<file path="config.mk">
export PLATFORM = sky130hd
export DESIGN_NAME = fm_receiver_fir_acc
export DESIGN_NICKNAME = d
export VERILOG_FILES = /design/src/rtl/fm_receiver_pkg.sv /design/src/rtl/fm_receiver_round_sat.sv /design/src/rtl/fm_receiver_fir_acc.sv
export SDC_FILE = /design/constraint.sdc
export NUM_CORES = 1
export LEC_CHECK = 0
export BUFFER_PORTS_ARGS = -buffer_cell sky130_fd_sc_hd__buf_2
export CAP_MARGIN = 25
export CORE_MARGIN = 2
export CORE_UTILIZATION = 45
export CTS_CLUSTER_DIAMETER = 200
export DETAILED_ROUTE_END_ITERATION = 8
export MAX_ROUTING_LAYER = met4
export PLACE_DENSITY = 0.64
export REMOVE_ABC_BUFFERS = 1
export SETUP_SLACK_MARGIN = 0.4
export SKIP_LAST_GASP = 1
export SYNTH_ARGS = -nofsm -noshare
export SYNTH_HDL_FRONTEND = slang
export SYNTH_HIERARCHICAL = 1
export SYNTH_SLANG_ARGS = --single-unit
</file>
<file path="constraint.sdc">
create_clock -name ap_clk -period 4.3 [get_ports ap_clk]
set_clock_uncertainty 0.15 [all_clocks]
set_input_delay 0.215 -clock ap_clk [delete_from_list [all_inputs] [get_ports ap_clk]]
set_output_delay 0.215 -clock ap_clk [all_outputs]
set_load 0.01 [all_outputs]
</file>
<file path="src/rtl/fm_receiver_pkg.sv">
// FM receiver shared definitions.
// Datapath widths, output limits and accumulator state encoding.
package fm_receiver_pkg;

    localparam int PROD_W = 30;
    localparam int OUT_W  = 16;
    localparam int SHIFT  = 15;

    localparam logic signed [15:0] Q_MAX = 16'sh7fff;
    localparam logic signed [15:0] Q_MIN = 16'sh8000;

    typedef enum logic {
        ACC = 1'b0,
        OUT = 1'b1
    } state_e;

endpackage

</file>
<file path="src/rtl/fm_receiver_round_sat.sv">
// Round-half-up, arithmetic shift and saturate a wide sum
// down to a signed OUT_W sample; flags when clipping occurs.
module fm_receiver_round_sat #(
    parameter int ACC_W = 40,
    parameter int SHIFT = 15,
    parameter int OUT_W = 16
) (
    input  logic signed [ACC_W-1:0] sum_i,
    output logic signed [OUT_W-1:0] y_o,
    output logic                    sat_o
);

    // One extra bit so the rounding offset can never overflow.
    localparam logic signed [ACC_W:0] RND =
        (ACC_W+1)'(1) << (SHIFT-1);
    localparam logic signed [ACC_W:0] HI =
        {{(ACC_W+2-OUT_W){1'b0}}, {(OUT_W-1){1'b1}}};
    localparam logic signed [ACC_W:0] LO =
        {{(ACC_W+2-OUT_W){1'b1}}, {(OUT_W-1){1'b0}}};

    logic signed [ACC_W:0] r;
    logic signed [ACC_W:0] q;

    // Round, shift, then clip to the output range.
    always_comb begin
        r     = {sum_i[ACC_W-1], sum_i} + RND;
        q     = r >>> SHIFT;
        y_o   = q[OUT_W-1:0];
        sat_o = 1'b0;
        if (q > HI) begin
            y_o   = {1'b0, {(OUT_W-1){1'b1}}};
            sat_o = 1'b1;
        end else if (q < LO) begin
            y_o   = {1'b1, {(OUT_W-1){1'b0}}};
            sat_o = 1'b1;
        end
    end

endmodule

</file>
<file path="src/rtl/fm_receiver_fir_acc.sv">
// Channel FIR accumulate-and-requantise stage.
// Sums tap products per sample and presents one rounded output.
module fm_receiver_fir_acc
    import fm_receiver_pkg::*;
#(
    parameter int PROD_W   = fm_receiver_pkg::PROD_W,
    parameter int ACC_W    = 40,
    parameter int OUT_W    = fm_receiver_pkg::OUT_W,
    parameter int SHIFT    = fm_receiver_pkg::SHIFT,
    parameter int MAX_TAPS = 64,
    localparam int CNT_W   = $clog2(MAX_TAPS+1)
) (
    input  logic              ap_clk,
    input  logic              ap_rst_n,
    input  logic [PROD_W-1:0] prod_in,
    input  logic              prod_valid,
    input  logic              prod_last,
    output logic              prod_ready,
    output logic [OUT_W-1:0]  y_out,
    output logic              y_valid,
    input  logic              y_ready,
    output logic              y_sat,
    output logic [CNT_W-1:0]  tap_cnt,
    output logic              err_taps
);

    state_e             state_q, state_d;
    logic [ACC_W-1:0]   acc_q, acc_d;
    logic [CNT_W-1:0]   cnt_q, cnt_d;
    logic [OUT_W-1:0]   y_q, y_d;
    logic               sat_q, sat_d;
    logic [CNT_W-1:0]   tcnt_q, tcnt_d;
    logic               vld_q, vld_d;
    logic               err_q, err_d;
    logic               rdy_q, rdy_d;

    logic               beat;
    logic               cap;
    logic [ACC_W-1:0]   sum;
    logic [OUT_W-1:0]   rs_y;
    logic               rs_sat;

    assign beat = prod_valid && rdy_q;
    assign cap  = cnt_q == CNT_W'(MAX_TAPS-1);
    assign sum  = acc_q
                + {{(ACC_W-PROD_W){prod_in[PROD_W-1]}}, prod_in};

    fm_receiver_round_sat #(
        .ACC_W (ACC_W),
        .SHIFT (SHIFT),
        .OUT_W (OUT_W)
    ) u_round_sat (
        .sum_i (sum),
        .y_o   (rs_y),
        .sat_o (rs_sat)
    );

    // Next-state: accumulate beats, close a sample, wait for drain.
    always_comb begin
        state_d = state_q;
        acc_d   = acc_q;
        cnt_d   = cnt_q;
        y_d     = y_q;
        sat_d   = sat_q;
        tcnt_d  = tcnt_q;
        vld_d   = vld_q;
        err_d   = err_q;
        unique case (state_q)
            ACC: begin
                if (beat) begin
                    if (prod_last || cap) begin
                        y_d     = rs_y;
                        sat_d   = rs_sat;
                        tcnt_d  = cnt_q + CNT_W'(1);
                        vld_d   = 1'b1;
                        acc_d   = '0;
                        cnt_d   = '0;
                        state_d = OUT;
                        if (!prod_last) err_d = 1'b1;
                    end else begin
                        acc_d = sum;
                        cnt_d = cnt_q + CNT_W'(1);
                    end
                end
            end
            OUT: begin
                if (y_ready) begin
                    vld_d   = 1'b0;
                    state_d = ACC;
                end
            end
            default: state_d = ACC;
        endcase
        rdy_d = state_d == ACC;
    end

    // State registers; ready stays low while reset is held.
    always_ff @(posedge ap_clk or negedge ap_rst_n) begin
        if (!ap_rst_n) begin
            state_q <= ACC;
            acc_q   <= '0;
            cnt_q   <= '0;
            y_q     <= '0;
            sat_q   <= 1'b0;
            tcnt_q  <= '0;
            vld_q   <= 1'b0;
            err_q   <= 1'b0;
            rdy_q   <= 1'b0;
        end else begin
            state_q <= state_d;
            acc_q   <= acc_d;
            cnt_q   <= cnt_d;
            y_q     <= y_d;
            sat_q   <= sat_d;
            tcnt_q  <= tcnt_d;
            vld_q   <= vld_d;
            err_q   <= err_d;
            rdy_q   <= rdy_d;
        end
    end

    assign prod_ready = rdy_q;
    assign y_out      = y_q;
    assign y_valid    = vld_q;
    assign y_sat      = sat_q;
    assign tap_cnt    = tcnt_q;
    assign err_taps   = err_q;

endmodule

</file>
==> out/results.ini, run 1 <==
[logic_synthesis]
ys_ff_latch = 75
synth_ff_type = dfrtp_1
synth_fa_ha_area_share_pct = 8.88
synthArstFlopShare_pct = 100
syn_area_um2 = 6000
synth-edff-count = 0
synth_top_family_by_area = compound AO/OA/AOI/OAI gates
synth.mux.area_fraction_pct = 3.54
yosysSeqAreaShare_pct = 31.3
syn-mean-instance-area_um2 = 8.91
yosysWarnings = 6
synth_xor_area_share_pct = 8.71
synth_cell_types = 66
postSynthCellCount = 674
synth_compound_area_share_pct = 26.9
synth-simple-area-share_pct = 16.7

[timing]
rsz0062_at_grt = true
setup_ws_ps = -8.85
hold_viol = 0
setup_violations = 3
tightestPinTransition_ps = 594
max_freq_ghz = 0.232
slew_headroom_pct = 60.1
fin_setup_tns_ps = -12.8
layout_min_cycle_time_ps = 4310
slew_viol_final = 0
whs_ps = 163
min_period_over_period_pct = 100

[worst_setup_path]
cp-start-kind = flip-flop
cp.required_ps = 4380
crit_type = reg2reg
cp_slowest_cell = dfrtp_1
crit_path_max_incr_delay_ps = 380
cp_common_cell = a21oi_2
cp.arrival_ps = 4390
crit_buf_inv = 2
cp_cell_sequence = ha_2 -> fa_2 -> a21oi_2 -> o21ai_2 -> a21oi_2 -> o41ai_4 -> buf_6 -> o2111ai_4 -> nand2_2 -> xor2_1 -> and2_4 -> and4_4 -> nand4_4 -> xnor2_2 -> nor4_1 -> a31o_2 -> buf_12 -> o21ai_0 -> mux2_2
endpoint_kind = flip-flop
crit_fanout = 8
crit_family = compound AO/OA/AOI/OAI gates

[global_route]
grt_pass1_wl_um = 26700
grt_overflow = 0
antenna_found_initial = 0
track_usage_pct = 23.9
grt_pass1_vias = 5484
grt_max_degree = 76

[detailed_routing]
firstDrtPassIters = 5
drt-total-wl_um = 16500
routedWlPerCell_um = 16.8
viasPerCell = 5.70
vias = 5605
drt-initial-drc-count = 357
antenna_left = 0
route.detailed.drc = 0

[floorplan]
initial_core_util_pct = 45.7
fp.coreArea_um2 = 13100
die_h_um = 120
die_x_um = 120
io_pins = 62
die_area_um2 = 14300
rows = 42

[layout]
final_nets = 880
finish.utilization_pct = 57.5
antenna_cells = 0
drive_above_1_share_pct = 30.3
areaGrowthSynthToFinish_pct = 25.7

[pwr]
p_per_area_nw_per_um2 = 807
p_leak_nw = 3.49
peakVddDrop_v = 0.000400

[clock_network]
cts_tree = built
clock_latency_ps = 340
clk_pin_slew_ps = 70
h-tree-depth = 3
clkSinkCount = 75
clockBufferDepth = 2
cts_root_buffer = clkbuf_16
cts_made_buffers = 9

[outcome]
violations = negative setup slack
status = finished with violations

[placed_design]
place.gp.congestion = 0.942
portBuffers = 61
preCtsSetupSlack_ps = -72.3
place_hpwl_um = 12300

[job]
drv_cap = 0

[min_path]
hold_class = in2async

synthesized netlist by cell type, drive strengths merged (18+ instances only):
library cell,n,area share (%)
dfrtp,75,31
a22o,34,5.0
o21ai,72,6.6
xnor2,31,4.8
a21o,19,2.4
ha,41,8.5
nor2,35,2.2
buf,21,2.3
a21oi,49,4.3
mux2,18,3.4
xor2,27,3.9
nand2,77,4.8
kinds of logic (layout without fill, tap and decap cells):
| group | count (synthesis) | in the layout |
|---|---|---|
| flops | 75 | 75 |
| compound gates | 232 | 232 |
| fa+ha+maj | 42 | 42 |
| buf+inv | 50 | 183 |
| mux | 19 | 19 |
| simple gates | 198 | 199 |
| xor+xnor | 58 | 58 |
worst paths after layout:
path                             from         end  slack, ps  cells past startpoint
max reg2reg                  acc_q[0]    y_out[2]         -9                     19
min in group ap_clk        prod_in[0]    acc_q[0]        170                      4
min                          ap_rst_n    acc_q[9]        160                      2
max in group asynchronous    ap_rst_n   y_out[14]       3260                      3
max                          acc_q[0]    y_out[2]         -9                     19
min reg2reg                tap_cnt[6]  tap_cnt[6]        330                      2
stage by stage:
step           power, mW  cell area [um^2]  std cells
4_1_cts             5.89              7330        973
6_report            6.09              7550        984
2_1_floorplan       3.57              5820        641
5_1_grt             6.56              7550        984
3_5_place_dp        5.05              6940        950
3_3_place_gp        5.00              6910        949
where the power goes:
part	internal (mW)	switching, mW
Combinational	1.98	2.25
Sequential	0.963	0.157
Clock	0.402	0.345
Total	3.34	2.75
routing by layer:
| metal | vias up | track usage, % | share of wire [%] |
|---|---|---|---|
| li1 | 2756 | - | - |
| met1 | 2678 | 28.9 | 44 |
| met2 | 140 | 41.9 | 50 |
| met3 | 31 | 2.85 | 4.0 |
| met4 | 0 | 7.72 | 2.4 |
| met5 | - | - | 0 |
flip-flops by register name, indices dropped and copies added (netlist names):
register and count:
tap_cnt 7, acc_q 40, y_out 16, err_taps 1, y_sat 1, y_valid 1, state_q 1, prod_ready 1
cnt_q 7
layout make-up:
class	count	area, um^2
clock buffers	9	225
multi-input cells	550	4030
flip-flops and latches	75	1880
inverters	17	63.8
repair buffers	150	1080
clock inverters	7	60.1
well taps	176	220
fillers	1178	5590
timing repair:
action                     4_1_cts  5_1_grt
gates resized for setup         10       21
setup endpoints to repair       16       16
cloned                           1        1
hold buffers                     3        0
setup buffers                    3        8
hold endpoints to repair        78        0
pin swaps                        7       16
cells in the final DEF (no fill, tap or decap), types with 14 or more instances in the layout:
cell     count
buf_4       80
nand2_1     76
dfrtp_1     75
buf_2       60
o21ai_0     50
a21oi_1     40
ha_1        40
a22o_1      34
nor2_1      32
xnor2_1     27
xor2_1      25
a21o_1      19
inv_1       17
nand3_1     17
mux2_2      17
nand4_1     15
o21ai_2     14
Note: power is estimated with default switching activity, not from simulation.
==> inputs of run 2 (changes only) <==
- PLACE_DENSITY: 0.64 -> 0.63
==> out/results.ini, run 2 (synthesized netlist as in run 1, its figures left out) <==
[outcome]
status = finished with violations
violations = negative setup slack

[timing]
tightestPinTransition_ps = 568
setup_violations = 1
hold_viol = 0
whs_ps = 164
slew_viol_final = 0
max_freq_ghz = 0.233
setup_ws_ps = -0.856
layout_min_cycle_time_ps = 4300
fin_setup_tns_ps = -0.856
slew_headroom_pct = 62.1
rsz0062_at_grt = true
min_period_over_period_pct = 100

[global_route]
track_usage_pct = 24.3
grt_overflow = 0
grt_max_degree = 76
grt_pass1_vias = 5509
grt_pass1_wl_um = 27300
antenna_found_initial = 0

[detailed_routing]
vias = 5575
viasPerCell = 5.68
antenna_left = 0
drt-initial-drc-count = 328
routedWlPerCell_um = 16.8
route.detailed.drc = 0
drt-total-wl_um = 16500
firstDrtPassIters = 6

[layout]
largest_reg_flops = 40
final_nets = 877
final_cells = 981
drive_above_1_share_pct = 30.2
largest_register = acc_q
antenna_cells = 0
final_cell_mix = buf_4, nand2_1, dfrtp_1
num-fill-cells = 1183
layout_commonest_cell = buf_4
final_area_um2 = 7540
areaGrowthSynthToFinish_pct = 25.5

[clock_network]
clock_latency_ps = 340
clkSinkCount = 75
cts_tree = built
cts_root_buffer = clkbuf_16
cts_made_buffers = 9
clk_pin_slew_ps = 60
h-tree-depth = 3
clockBufferDepth = 2

[floorplan]
initial_core_util_pct = 45.7
io_pins = 62
die_h_um = 120
rows = 42
die_area_um2 = 14300
die_x_um = 120
fp.coreArea_um2 = 13100

[worst_setup_path]
cp-endpoint = y_out[2]
r2r_slack_ps = -0.9
cp-startpoint = acc_q[0]
cp_slowest_cell = fa_2
reg2reg_depth = 19
endpoint_kind = flip-flop
cp_common_cell = a21oi_2
crit_type = reg2reg
crit-reg2reg-capture = y_out[2]
rr_startpoint = acc_q[0]
crit_path_max_incr_delay_ps = 400
cp.required_ps = 4380
cp.arrival_ps = 4380
crit_fanout = 15
cp-start-kind = flip-flop
cp_cell_sequence = ha_2 -> fa_2 -> a21oi_2 -> o21ai_2 -> a21oi_2 -> o41ai_4 -> buf_4 -> a21boi_4 -> o21ai_1 -> xor2_1 -> and4_4 -> and4_4 -> a21oi_1 -> a31o_2 -> a21oi_2 -> o31a_1 -> buf_12 -> o21ai_0 -> mux2_2

[placed_design]
portBuffers = 61
placed_area_um2 = 6920
place.gp.congestion = 0.925
place_hpwl_um = 12300
dp.cells = 949

[min_path]
min_from = prod_in[0]
hold_class = in2reg

[pwr]
p_leak_nw = 3.46
p_per_area_nw_per_um2 = 808
peakVddDrop_v = 0.000526
power_mw = 6.09

[job]
drv_cap = 0

==> run 2: worst min path at each step <==
stage	depth (start not counted)	slack (ps)	endpoint
floorplan	0	-230	acc_q[0]
global placement	1	280	acc_q[8]
detailed placement	1	300	acc_q[8]
CTS	4	130	acc_q[0]
global route	2	190	acc_q[8]
finish	4	160	acc_q[0]
==> run 2: timing repair <==
item                                    CTS  global route
endpoints found under the hold margin    77             0
pin swaps                                 8            14
gates resized for setup                  15            14
endpoints found under the setup margin   16            17
setup buffers                             6             5
hold buffers                              3             0
==> run 2: metrics by stage <==
step / worst slack (ps) / util (%)
floorplan: -219 / -
global placement: 45.2 / 52.7
detailed placement: -48.6 / 52.7
CTS: 40.0 / 56.1
global route: -213 / 57.4
finish: -0.856 / 57.4
==> run 2: cell type report <==
cell class	instances	area, um^2	share of cell area (%)
timing repair buffer	148	1040	13.8
inverter	17	63.8	0.846
clock inverter	6	72.6	0.963
clock buffer	10	239	3.17
tap	176	220	2.92
sequential	75	1880	24.9
multi-input combinational	549	4030	53.4
==> run 2: worst max-delay path, delay by kind of cell (launching register included) <==
family / cells / cell delay (ps)
buf+inv: 2 / 340
simple gates: 2 / 590
fa+ha+maj: 2 / 600
mux: 1 / 260
xor+xnor: 1 / 250
compound gates: 11 / 1620
flops: 1 / 390
==> run 2: layer usage <==
metal  GRT usage, %  wire length (um)  up-vias
met3           3.66               522       34
met4           7.35               415        0
met5              -                 0        -
met2           41.8              8250      107
li1               -                 -     2741
met1           29.5              7320     2693
==> run 2: report_power, final <==
| group | total [mW] | internal (mW) | switching (mW) | leakage [nW] |
|---|---|---|---|---|
| Clock | 0.803 | 0.473 | 0.330 | 0.155 |
| Sequential | 1.12 | 0.963 | 0.160 | 0.938 |
| Combinational | 4.17 | 1.93 | 2.24 | 2.37 |
| Total | 6.09 | 3.36 | 2.73 | 3.46 |
